`config.mk`:
```
export PLATFORM = sky130hd
export DESIGN_NAME = usr_shift_sequencer
export DESIGN_NICKNAME = d
export VERILOG_FILES = /design/src/rtl/usr_pkg.sv /design/src/rtl/usr_shift_sequencer.sv
export SDC_FILE = /design/constraint.sdc
export NUM_CORES = 1
export LEC_CHECK = 0
export ABC_AREA = 1
export CORE_UTILIZATION = 40
export DETAILED_ROUTE_END_ITERATION = 10
export PLACE_DENSITY = 0.62
export SYNTH_ARGS = -nofsm -noshare
export SYNTH_HDL_FRONTEND = slang
export SYNTH_SLANG_ARGS = --single-unit
```
`constraint.sdc`:
```
create_clock -name Clk_In -period 1.9 [get_ports Clk_In]
set_input_delay 0.19 -clock Clk_In [delete_from_list [all_inputs] [get_ports Clk_In]]
set_output_delay 0.19 -clock Clk_In [all_outputs]
set_load 0.01 [all_outputs]
```
`src/rtl/usr_pkg.sv`:
```
// Shared definitions for the 8-bit universal shift register and its sequencer.
package usr_pkg;

  // USR mode encoding, shared by the USR and the sequencer that drives it.
  localparam logic [1:0] LOAD_PARALLEL = 2'h0;
  localparam logic [1:0] SHIFT_RIGHT   = 2'h1;
  localparam logic [1:0] SHIFT_LEFT    = 2'h2;
  localparam logic [1:0] NO_CHANGE     = 2'h3;

  // Sequencer states.
  typedef enum logic [2:0] {
    ST_IDLE  = 3'd0,
    ST_LOAD  = 3'd1,
    ST_HOLD  = 3'd2,
    ST_SHIFT = 3'd3,
    ST_GAP   = 3'd4
  } seq_state_t;

  // LSB-first frames shift toward bit 0, MSB-first frames toward bit 7.
  function automatic logic [1:0] shift_mode(input logic lsb_first);
    return lsb_first ? SHIFT_RIGHT : SHIFT_LEFT;
  endfunction

endpackage

```
`src/rtl/usr_shift_sequencer.sv`:
```
// Sequencer that loads a byte into the universal shift register and then
// alternates HOLD/SHIFT so each bit sits on the USR serial output for one full
// rising-edge-to-rising-edge window. The USR samples its inputs on the falling
// edge, so the registered mode driven here is always stable when it is used.
module usr_shift_sequencer
  import usr_pkg::*;
#(
  parameter int DATA_WIDTH = 8,
  parameter int IDLE_GAP   = 1
) (
  input  logic                          Clk_In,
  input  logic                          Reset_In,
  input  logic [DATA_WIDTH-1:0]         Tx_Data_In,
  input  logic                          Tx_Valid_In,
  input  logic                          Tx_Lsb_First_In,
  output logic                          Tx_Ready_Out,
  input  logic                          Abort_In,
  output logic [1:0]                    USR_Mode_Out,
  output logic [DATA_WIDTH-1:0]         USR_Parallel_Data_Out,
  output logic                          Serial_Bit_Valid_Out,
  output logic [$clog2(DATA_WIDTH)-1:0] Bit_Index_Out,
  output logic                          Busy_Out,
  output logic                          Frame_Done_Out
);

  localparam int IDX_W = $clog2(DATA_WIDTH);
  localparam logic [IDX_W-1:0] LAST_BIT = IDX_W'(DATA_WIDTH - 1);
  localparam logic [3:0] GAP_LOAD = 4'((IDLE_GAP > 0) ? (IDLE_GAP - 1) : 0);
  localparam bit HAS_GAP = (IDLE_GAP > 0);

  seq_state_t       state;
  logic [IDX_W-1:0] bit_cnt;
  logic [3:0]       gap_cnt;
  logic             lsb_first;

  // Bit counter counts presented bits in time order; map it to the original
  // data-bit index according to the direction latched at accept.
  function automatic logic [IDX_W-1:0] present_index(input logic lsb,
                                                     input logic [IDX_W-1:0] k);
    return lsb ? k : (LAST_BIT - k);
  endfunction

  // Frame FSM; every output is registered and takes the value for the state entered.
  always_ff @(posedge Clk_In or posedge Reset_In) begin
    if (Reset_In) begin
      state                 <= ST_IDLE;
      bit_cnt               <= '0;
      gap_cnt               <= '0;
      lsb_first             <= 1'b0;
      USR_Mode_Out          <= NO_CHANGE;
      USR_Parallel_Data_Out <= '0;
      Tx_Ready_Out          <= 1'b1;
      Serial_Bit_Valid_Out  <= 1'b0;
      Bit_Index_Out         <= '0;
      Busy_Out              <= 1'b0;
      Frame_Done_Out        <= 1'b0;
    end else begin
      // Strobes default low; only HOLD entry and frame completion raise them.
      Frame_Done_Out       <= 1'b0;
      Serial_Bit_Valid_Out <= 1'b0;
      if (Abort_In) begin
        // Abort wins over everything, including an accept while idle.
        state         <= ST_IDLE;
        bit_cnt       <= '0;
        gap_cnt       <= '0;
        USR_Mode_Out  <= NO_CHANGE;
        Tx_Ready_Out  <= 1'b1;
        Busy_Out      <= 1'b0;
        Bit_Index_Out <= '0;
      end else begin
        case (state)
          ST_IDLE: begin
            if (Tx_Valid_In && Tx_Ready_Out) begin
              state                 <= ST_LOAD;
              USR_Parallel_Data_Out <= Tx_Data_In;
              lsb_first             <= Tx_Lsb_First_In;
              bit_cnt               <= '0;
              USR_Mode_Out          <= LOAD_PARALLEL;
              Tx_Ready_Out          <= 1'b0;
              Busy_Out              <= 1'b1;
            end
          end
          ST_LOAD: begin
            state                <= ST_HOLD;
            USR_Mode_Out         <= NO_CHANGE;
            Serial_Bit_Valid_Out <= 1'b1;
            Bit_Index_Out        <= present_index(lsb_first, bit_cnt);
          end
          ST_HOLD: begin
            if (bit_cnt == LAST_BIT) begin
              // Last bit presented: the check happens before any increment,
              // so the counter never wraps inside a frame.
              Frame_Done_Out <= 1'b1;
              USR_Mode_Out   <= NO_CHANGE;
              bit_cnt        <= '0;
              if (HAS_GAP) begin
                state   <= ST_GAP;
                gap_cnt <= GAP_LOAD;
              end else begin
                state        <= ST_IDLE;
                Tx_Ready_Out <= 1'b1;
                Busy_Out     <= 1'b0;
              end
            end else begin
              state        <= ST_SHIFT;
              USR_Mode_Out <= shift_mode(lsb_first);
            end
          end
          ST_SHIFT: begin
            state                <= ST_HOLD;
            bit_cnt              <= bit_cnt + IDX_W'(1);
            USR_Mode_Out         <= NO_CHANGE;
            Serial_Bit_Valid_Out <= 1'b1;
            Bit_Index_Out        <= present_index(lsb_first, bit_cnt + IDX_W'(1));
          end
          ST_GAP: begin
            USR_Mode_Out <= NO_CHANGE;
            if (gap_cnt == 4'd0) begin
              state        <= ST_IDLE;
              Tx_Ready_Out <= 1'b1;
              Busy_Out     <= 1'b0;
            end else begin
              gap_cnt <= gap_cnt - 4'd1;
            end
          end
          default: begin
            state        <= ST_IDLE;
            USR_Mode_Out <= NO_CHANGE;
            Tx_Ready_Out <= 1'b1;
            Busy_Out     <= 1'b0;
          end
        endcase
      end
    end
  end

endmodule

```
== After elaboration in Yosys (flattened, before gate mapping) ==
Cells that the tools add are included.
Storage, ports and cells
  register bits: 28
  word-level logic and storage cells: 74
  input port bits: 13
Operators by class
  equality and inequality tests: 10
  reductions and logical operators: 13
  muxes and demuxes: 35
  bitwise operators: 1
  add/subtract/negate cells: 4
Operators by type and width (number)
  3-bit 2-to-1 mux: 10
  4-bit 2-to-1 mux: 3
  3-bit != test, second input constant: 4
  3-bit one-hot mux with 4 select lines: 1
  3-bit AND reduction: 4
  1-bit 2-to-1 mux: 11
  3-bit one-hot mux with 3 select lines: 1
  2-bit 2-to-1 mux: 4
  4-bit one-hot mux with 2 select lines: 1
  3-bit by 2-bit equality test with 1-bit output, second input constant: 2
  3-bit equality test, second input constant: 2
  1-bit one-hot mux with 3 select lines: 2
  3-bit one-hot mux with 2 select lines: 1
  3-bit nonzero test: 2
  3-bit subtractor, first input constant: 2
  4-bit logical NOT: 1
  2-bit one-hot mux with 2 select lines: 1
  4-bit nonzero test: 1
  4-bit by 1-bit subtractor with 4-bit output, second input constant: 1
  3-bit by 1-bit adder with 3-bit output, second input constant: 1
  3-bit by 1-bit equality test with 1-bit output, second input constant: 1
  3-bit logical NOT: 1
  3-bit OR reduction: 1
  2-bit by 1-bit != test with 1-bit output, second input constant: 1
  4 further kinds: 4

== Logic depth before layout (Yosys ltp) ==
Gate-level depths: netlist (run 1).
  word-level depth: 5
  mapped depth: 8
  gate-level depth less buffers: 8

== Least setup slack after synthesis (run 1) ==
No wires, ideal clock.
  kind: register -> register
  from: register bit_cnt[0]
  to: register gap_cnt[0]
  arrival time: 1.307 ns
  required time: 1.835 ns
  slack: 0.528 ns
  period minus slack after synthesis: 1.372 ns
  cell stages (with the launch flop): 8
  path through: dfrtp_1 -> ha_1 -> ha_1 -> inv_1 -> nand4_1 -> nand3_2 -> nand2_1 -> nand2_1
Between the ends
  word-level cells in the longest chain between the ends: 3
Ends and longest elaborated chain
  from (decl): line usr_shift_sequencer.sv:32  | logic [IDX_W-1:0] bit_cnt;
  from (signal assigned): line usr_shift_sequencer.sv:111  | bit_cnt <= bit_cnt + IDX_W'(1);
  3-bit equality test: line usr_shift_sequencer.sv:90  | if (bit_cnt == LAST_BIT) begin
  3-bit != test (no line)
  3-bit AND reduction (no line)
  to (signal assigned): line usr_shift_sequencer.sv:123  | gap_cnt <= gap_cnt - 4'd1;
  to (decl): line usr_shift_sequencer.sv:33  | logic [3:0] gap_cnt;
Every way passes these cells.
A chain may end at the register's enable or synchronous reset.

== Worst setup path in the final report (run 1) ==
  from: register Tx_Ready_Out
  to: output Tx_Ready_Out
RTL lines
  from (decl): line usr_shift_sequencer.sv:16  | output logic Tx_Ready_Out,
  from (signal assigned): line usr_shift_sequencer.sv:52  | Tx_Ready_Out <= 1'b1;
  from (signal assigned): line usr_shift_sequencer.sv:67  | Tx_Ready_Out <= 1'b1;
  from (signal assigned): line usr_shift_sequencer.sv:79  | Tx_Ready_Out <= 1'b0;
No word-level cell between the ends.

==> run_results.csv, run 1 <==
group,metric,value,unit
run,cap_violations,0,
layout,fin_cells,246,
clocking,clock_latency,330,ps
timing,fin_tns_setup,0,ps
worst_setup_path,slowest_delay,580,ps
timing,final_max_slew_viol_count,0,
clocking,clock_sinks,28,
layout,fin_nets,218,
timing,setup_viol,0,
synth,synth_fa_ha_area_frac,0.0355,
layout,final_cell_mix,"nand2_1, clkdlybuf4s50_1, dfrtp_1",
layout,area_growth,27.6,%
routing,wl_per_cell,11.6,um
synth,synth_cell_types,22,
layout,seq_area,704,um^2
power_and_ir_drop,ir_drop,528,uV
clocking,cts.htree.levels,1,
clocking,cts_tree,"built",
synth,yosys.area.top_type,"dfrtp_1",
die,initial_core_util,0.420,
synth,synth_compound_area_frac,0.0319,
synth,synth.mux.area_fraction,0,
global_route,grt_max_degree,29,
layout,drive_above_1_share,0.0950,
routing,drc,0,
synth,synth_top_family_by_area,"simple AND/OR/NAND/NOR gates",
placed_design,dp_cells,242,
clocking,cts_setup_buffers,0,
synth,synth-xor-area-share,0.0310,
timing,period_minus_slack,1620,ps
die,row_count,21,
synth,syn_area_per_cell,8.35,um^2
power_and_ir_drop,p_leak,0.000935,uW
worst_setup_path,critPathBufInv,1,
clocking,ctsHoldBuffers,0,
clocking,clkTransAtPathRegs,160,ps
placed_design,gp_congestion,0.802,
clocking,cts_buffers,3,
synth,yosysSeqAreaShare,0.499,
timing,relSlewSlack,0.763,
timing,fin_skew,9.78,ps
timing,max_clock_freq,616,MHz
layout,fillers,330,
synth,yosys-top-cells-area,"dfrtp_1, nand2_1, nand3_1, dfstp_2, inv_1",
placed_design,io_buffers,29,
outcome,outcome,"finished clean",
routing,drtPass1Iterations,4,
worst_setup_path,crit_fanout,3,
layout,multiInputGateArea,613,um^2
worst_setup_path,start_kind,"register",
timing,worst_slew_pin_slew,355,ps
worst_hold_path,hold_path.class,"primary input to asynchronous set/reset pin",
die,die_h,61.4,um
routing,vias_per_cell,4.86,
synth,netlist.area_leader.share,0.443,
placed_design,dpl.hpwl,2.21,mm
die,die_x,61.4,um
clocking,cts_resized,0,
timing,finalHoldViolCount,0,
worst_setup_path,cp_slowest_cell,"dfstp_2",
worst_setup_path,arrival,1430,ps
synth,ys_ff_latch,28,
timing,post-route-period-util,0.854,
die,io_pins,30,
worst_setup_path,critPathCaptureType,"output pin",
clocking,cts_root_buf,"clkbuf_4",
synth,yosys_warnings,0,
synth,netlist_area,1410,um^2
routing,wl,2.86,mm
synth,synthCells,169,
global_route,grt_pass1_wl,4.86,mm
worst_setup_path,critPathTopFamily,"flip-flops",
global_route,grt_pass1_vias,1154,
routing,drt_iter0_drc,30,
worst_setup_path,criticalPathCategory,"register to output pin",
global_route,grt_use_total,0.174,
layout,final_common_cell,"nand2_1",
global_route,gr-total-overflow,0,
routing,vias,1195,
die,coreArea,3360,um^2
synth,syn_nets,186,
worst_setup_path,required,1710,ps
timing,rsz0062_at_grt,"false",
layout,diodes,0,
synth,synth_simple_gate_area_frac,0.336,
die,dieArea,3770,um^2
global_route,antenna_found_initial,0,
clocking,cts_max_path_buffers,2,
worst_setup_path,path_cells,"clkdlybuf4s50_1",
routing,antenna_left,0,
power_and_ir_drop,pwr_density_cell,1220,nW/um^2
[stage by stage]
step	area (um^2)	setup WS, ps	total power (uW)	utilization	hold WS [ps]
CTS	1800	269	2220	0.535	204
floorplan	1410	528	1430	-	253
global placement	1750	301	1800	0.520	463
finish	1800	277	2200	0.535	194
global route	1800	148	2370	0.535	230
detailed placement	1750	270	1820	0.520	470
[per-layer routing]
layer  share of wire  wire length (um)  track usage  vias up
li1                -                 -            -      601
met1            0.46              1310        0.217      560
met2            0.48              1380        0.303       30
met3           0.047               134       0.0315        4
met4           0.010                29       0.0603        0
met5               0                 0            0        -
[synth_stat cells, drive strengths merged]
cell    count
or2         1
xor2        3
dfrtp      25
nand2      58
buf         4
o211ai      2
nand3b      2
nor2       11
nor3        1
xnor2       2
dfstp       3
nand4       5
inv        18
a21oi       3
nand3      24
ha          4
o21ai       3
[sequential cells by signal, summed over array words and instances, names as in the netlist]
register / count
state: 3
lsb_first: 1
gap_cnt: 4
bit_cnt: 3
Busy_Out: 1
USR_Mode_Out: 2
USR_Parallel_Data_Out: 8
Bit_Index_Out: 3
Frame_Done_Out: 1
Serial_Bit_Valid_Out: 1
Tx_Ready_Out: 1
[power breakdown]
group / internal, uW / switching, uW / total [uW]
combinational: 432 / 460 / 892
clock: 213 / 181 / 394
sequential: 778 / 135 / 913
[layout make-up]
cell class,instances,area share
inverters,18,0.0375
multi-input cells,119,0.341
flip-flops and latches,28,0.391
well taps,46,0.0320
clock buffers,3,0.0125
repair buffers,31,0.170
clock inverters,1,0.0167
[cell families (layout without fill, tap and decap cells)]
| group | Yosys count | in the layout |
|---|---|---|
| simple gates | 102 | 102 |
| flops | 28 | 28 |
| xor+xnor | 5 | 5 |
| fa+ha+maj | 4 | 4 |
| buf+inv | 22 | 53 |
| compound gates | 8 | 8 |
[worst paths after layout]
kind | start | to | slack [ps] | cells after the start
setup / recovery | Tx_Ready_Out$_DFFE_PP1P_ | Tx_Ready_Out | 280 | 1
hold / removal | Reset_In | Frame_Done_Out$_DFF_PP0_ | 190 | 3
setup reg to reg | bit_cnt[0]$_DFFE_PP0P_ | gap_cnt[1]$_DFFE_PP0P_ | 280 | 7
hold reg to reg | Tx_Ready_Out$_DFFE_PP1P_ | Tx_Ready_Out$_DFFE_PP1P_ | 490 | 2
max in group asynchronous | Reset_In | USR_Mode_Out[0]$_DFFE_PP1P_ | 1400 | 3
min in group Clk_In | Tx_Data_In[1] | USR_Parallel_Data_Out[1]$_DFFE_PP0P_ | 400 | 3
Power figures use the tool's default switching activity.
==> inputs of run 2 (changes only) <==
==> constraint.sdc (replaced) <==
create_clock -name Clk_In -period 1.7 [get_ports Clk_In]
set_input_delay 0.17 -clock Clk_In [delete_from_list [all_inputs] [get_ports Clk_In]]
set_output_delay 0.17 -clock Clk_In [all_outputs]
set_load 0.01 [all_outputs]
==> run 2 against run 1 <==
Core utilization about the same. Count of clock-buffer cells in the layout up 1. Flip-flop and latch count unchanged. Critical path depth unchanged.
==> run_results.csv, run 2 (synthesized netlist as in run 1, its figures left out) <==
group,metric,value,unit
die,die_h,61.4,um
timing,max_clock_freq,626,MHz
timing,worst_slew_pin_slew,340,ps
clocking,cts_root_buf,"clkbuf_4",
layout,final_common_cell,"nand2_1",
layout,largest_reg_flops,8,
layout,regMostFlops,"USR_Parallel_Data_Out",
clocking,clkTransAtPathRegs,140,ps
routing,antenna_left,0,
global_route,grt_pass1_vias,1071,
power_and_ir_drop,seqPwrFrac,0.435,
die,coreArea,3360,um^2
placed_design,io_buffers,29,
layout,final_cell_mix,"nand2_1, clkdlybuf4s50_1, dfrtp_1",
timing,post-route-period-util,0.940,
routing,vias,1193,
timing,relSlewSlack,0.773,
layout,drive_above_1_share,0.104,
routing,drc,0,
timing,setup_viol,0,
power_and_ir_drop,swShare,0.362,
routing,vias_per_cell,4.81,
worst_setup_path,crit_start,"Tx_Ready_Out$_DFFE_PP1P_",
timing,finalHoldViolCount,0,
die,dieArea,3770,um^2
die,row_count,21,
worst_hold_path,hold_path.class,"primary input to asynchronous set/reset pin",
timing,fin_skew,2.91,ps
routing,drt_iter0_drc,60,
worst_setup_path,arrival,1430,ps
die,initial_core_util,0.420,
global_route,grt_pass1_wl,4.56,mm
clocking,clock_sinks,28,
clocking,cts.htree.levels,1,
global_route,gr-total-overflow,0,
worst_setup_path,path_cells,"clkdlybuf4s50_1",
placed_design,dpl.hpwl,2.15,mm
power_and_ir_drop,p_leak,0.000937,uW
global_route,antenna_found_initial,0,
clocking,cts_max_path_buffers,2,
routing,wl_per_cell,11.3,um
power_and_ir_drop,switchingPower,846,uW
worst_setup_path,critPathCaptureType,"output pin",
global_route,grt_max_degree,29,
layout,fin_nets,220,
clocking,cts_buffers,3,
power_and_ir_drop,ir_drop,643,uV
layout,largestRegisters,"USR_Parallel_Data_Out: 8 flops, gap_cnt: 4 flops",
routing,wl,2.80,mm
clocking,clock_latency,320,ps
clocking,cts_tree,"built",
outcome,outcome,"finished clean",
placed_design,gp_congestion,0.779,
routing,drtPass1Iterations,4,
die,io_pins,30,
worst_setup_path,critPathTopFamily,"flip-flops",
run,cap_violations,0,
power_and_ir_drop,pwr-share-comb,0.429,
timing,period_minus_slack,1600,ps
clocking,cts_resized,0,
worst_setup_path,start_kind,"register",
global_route,grt_use_total,0.167,
power_and_ir_drop,clockPowerShare,0.136,
worst_setup_path,r2r-start,"bit_cnt[0]$_DFFE_PP0P_",
power_and_ir_drop,internal_power,1490,uW
timing,rsz0062_at_grt,"false",
worst_setup_path,required,1530,ps
layout,area_growth,27.5,%
timing,final_max_slew_viol_count,0,
worst_setup_path,crit_fanout,3,
worst_setup_path,cp_slowest_cell,"dfstp_2",
power_and_ir_drop,pwr_density_cell,1300,nW/um^2
worst_setup_path,critPathBufInv,1,
worst_setup_path,criticalPathCategory,"register to output pin",
timing,fin_tns_setup,0,ps
timing,timing.hold.ws,185,ps
worst_setup_path,slowest_delay,570,ps
die,die_x,61.4,um
layout,diodes,0,
run 2: area by class of cell:
| cell class | instances | area [um^2] |
|---|---|---|
| inverter | 18 | 67.6 |
| tap | 46 | 57.6 |
| timing repair buffer | 33 | 320 |
| fill | 361 | 1560 |
| sequential | 28 | 704 |
| clock buffer | 4 | 36.3 |
| multi-input combinational | 119 | 613 |
run 2: metal layers:
layer	GRT usage	wire length (um)	share of wire	vias up
met4	0.0667	29	0.010	0
li1	-	-	-	607
met3	0.0315	82	0.029	4
met5	0	0	0	-
met2	0.273	1350	0.48	25
met1	0.219	1340	0.48	557
run 2: worst paths after layout:
| path | end | slack (ps) | cells after the start |
|---|---|---|---|
| max in group asynchronous | USR_Mode_Out[0]$_DFFE_PP1P_ | 1220 | 3 |
| worst max-delay path | Tx_Ready_Out | 100 | 1 |
| worst min-delay path | state[2]$_DFFE_PP0P_ | 180 | 3 |
| worst max register to register | gap_cnt[1]$_DFFE_PP0P_ | 220 | 8 |
| worst min register to register | Tx_Ready_Out$_DFFE_PP1P_ | 490 | 2 |
| min in group Clk_In | USR_Parallel_Data_Out[4]$_DFFE_PP0P_ | 380 | 3 |
run 2: power by group through the flow:
stage | Combinational [uW] | Sequential (uW) | Clock [uW]
4_1_cts | 1010 | 1020 | 334
2_1_floorplan | 537 | 1060 | 0
5_1_grt | 1120 | 1040 | 366
3_5_place_dp | 1010 | 1020 | 0
6_report | 1000 | 1020 | 317
3_3_place_gp | 994 | 1020 | 0
run 2: stage by stage:
stage	utilization	area [um^2]	setup WS (ps)	std cells	total power (uW)
4_1_cts	0.533	1790	69.2	247	2360
3_5_place_dp	0.522	1760	64.0	243	2030
5_1_grt	0.535	1800	39.6	248	2520
3_3_place_gp	0.522	1760	73.0	243	2020
2_1_floorplan	-	1410	328	169	1590
6_report	0.535	1800	102	248	2340
run 2: what timing repair did:
action / 4_1_cts / 5_1_grt
buffers inserted: 0 / 1
setup endpoints to repair: 0 / 7
hold buffers: 0 / 0
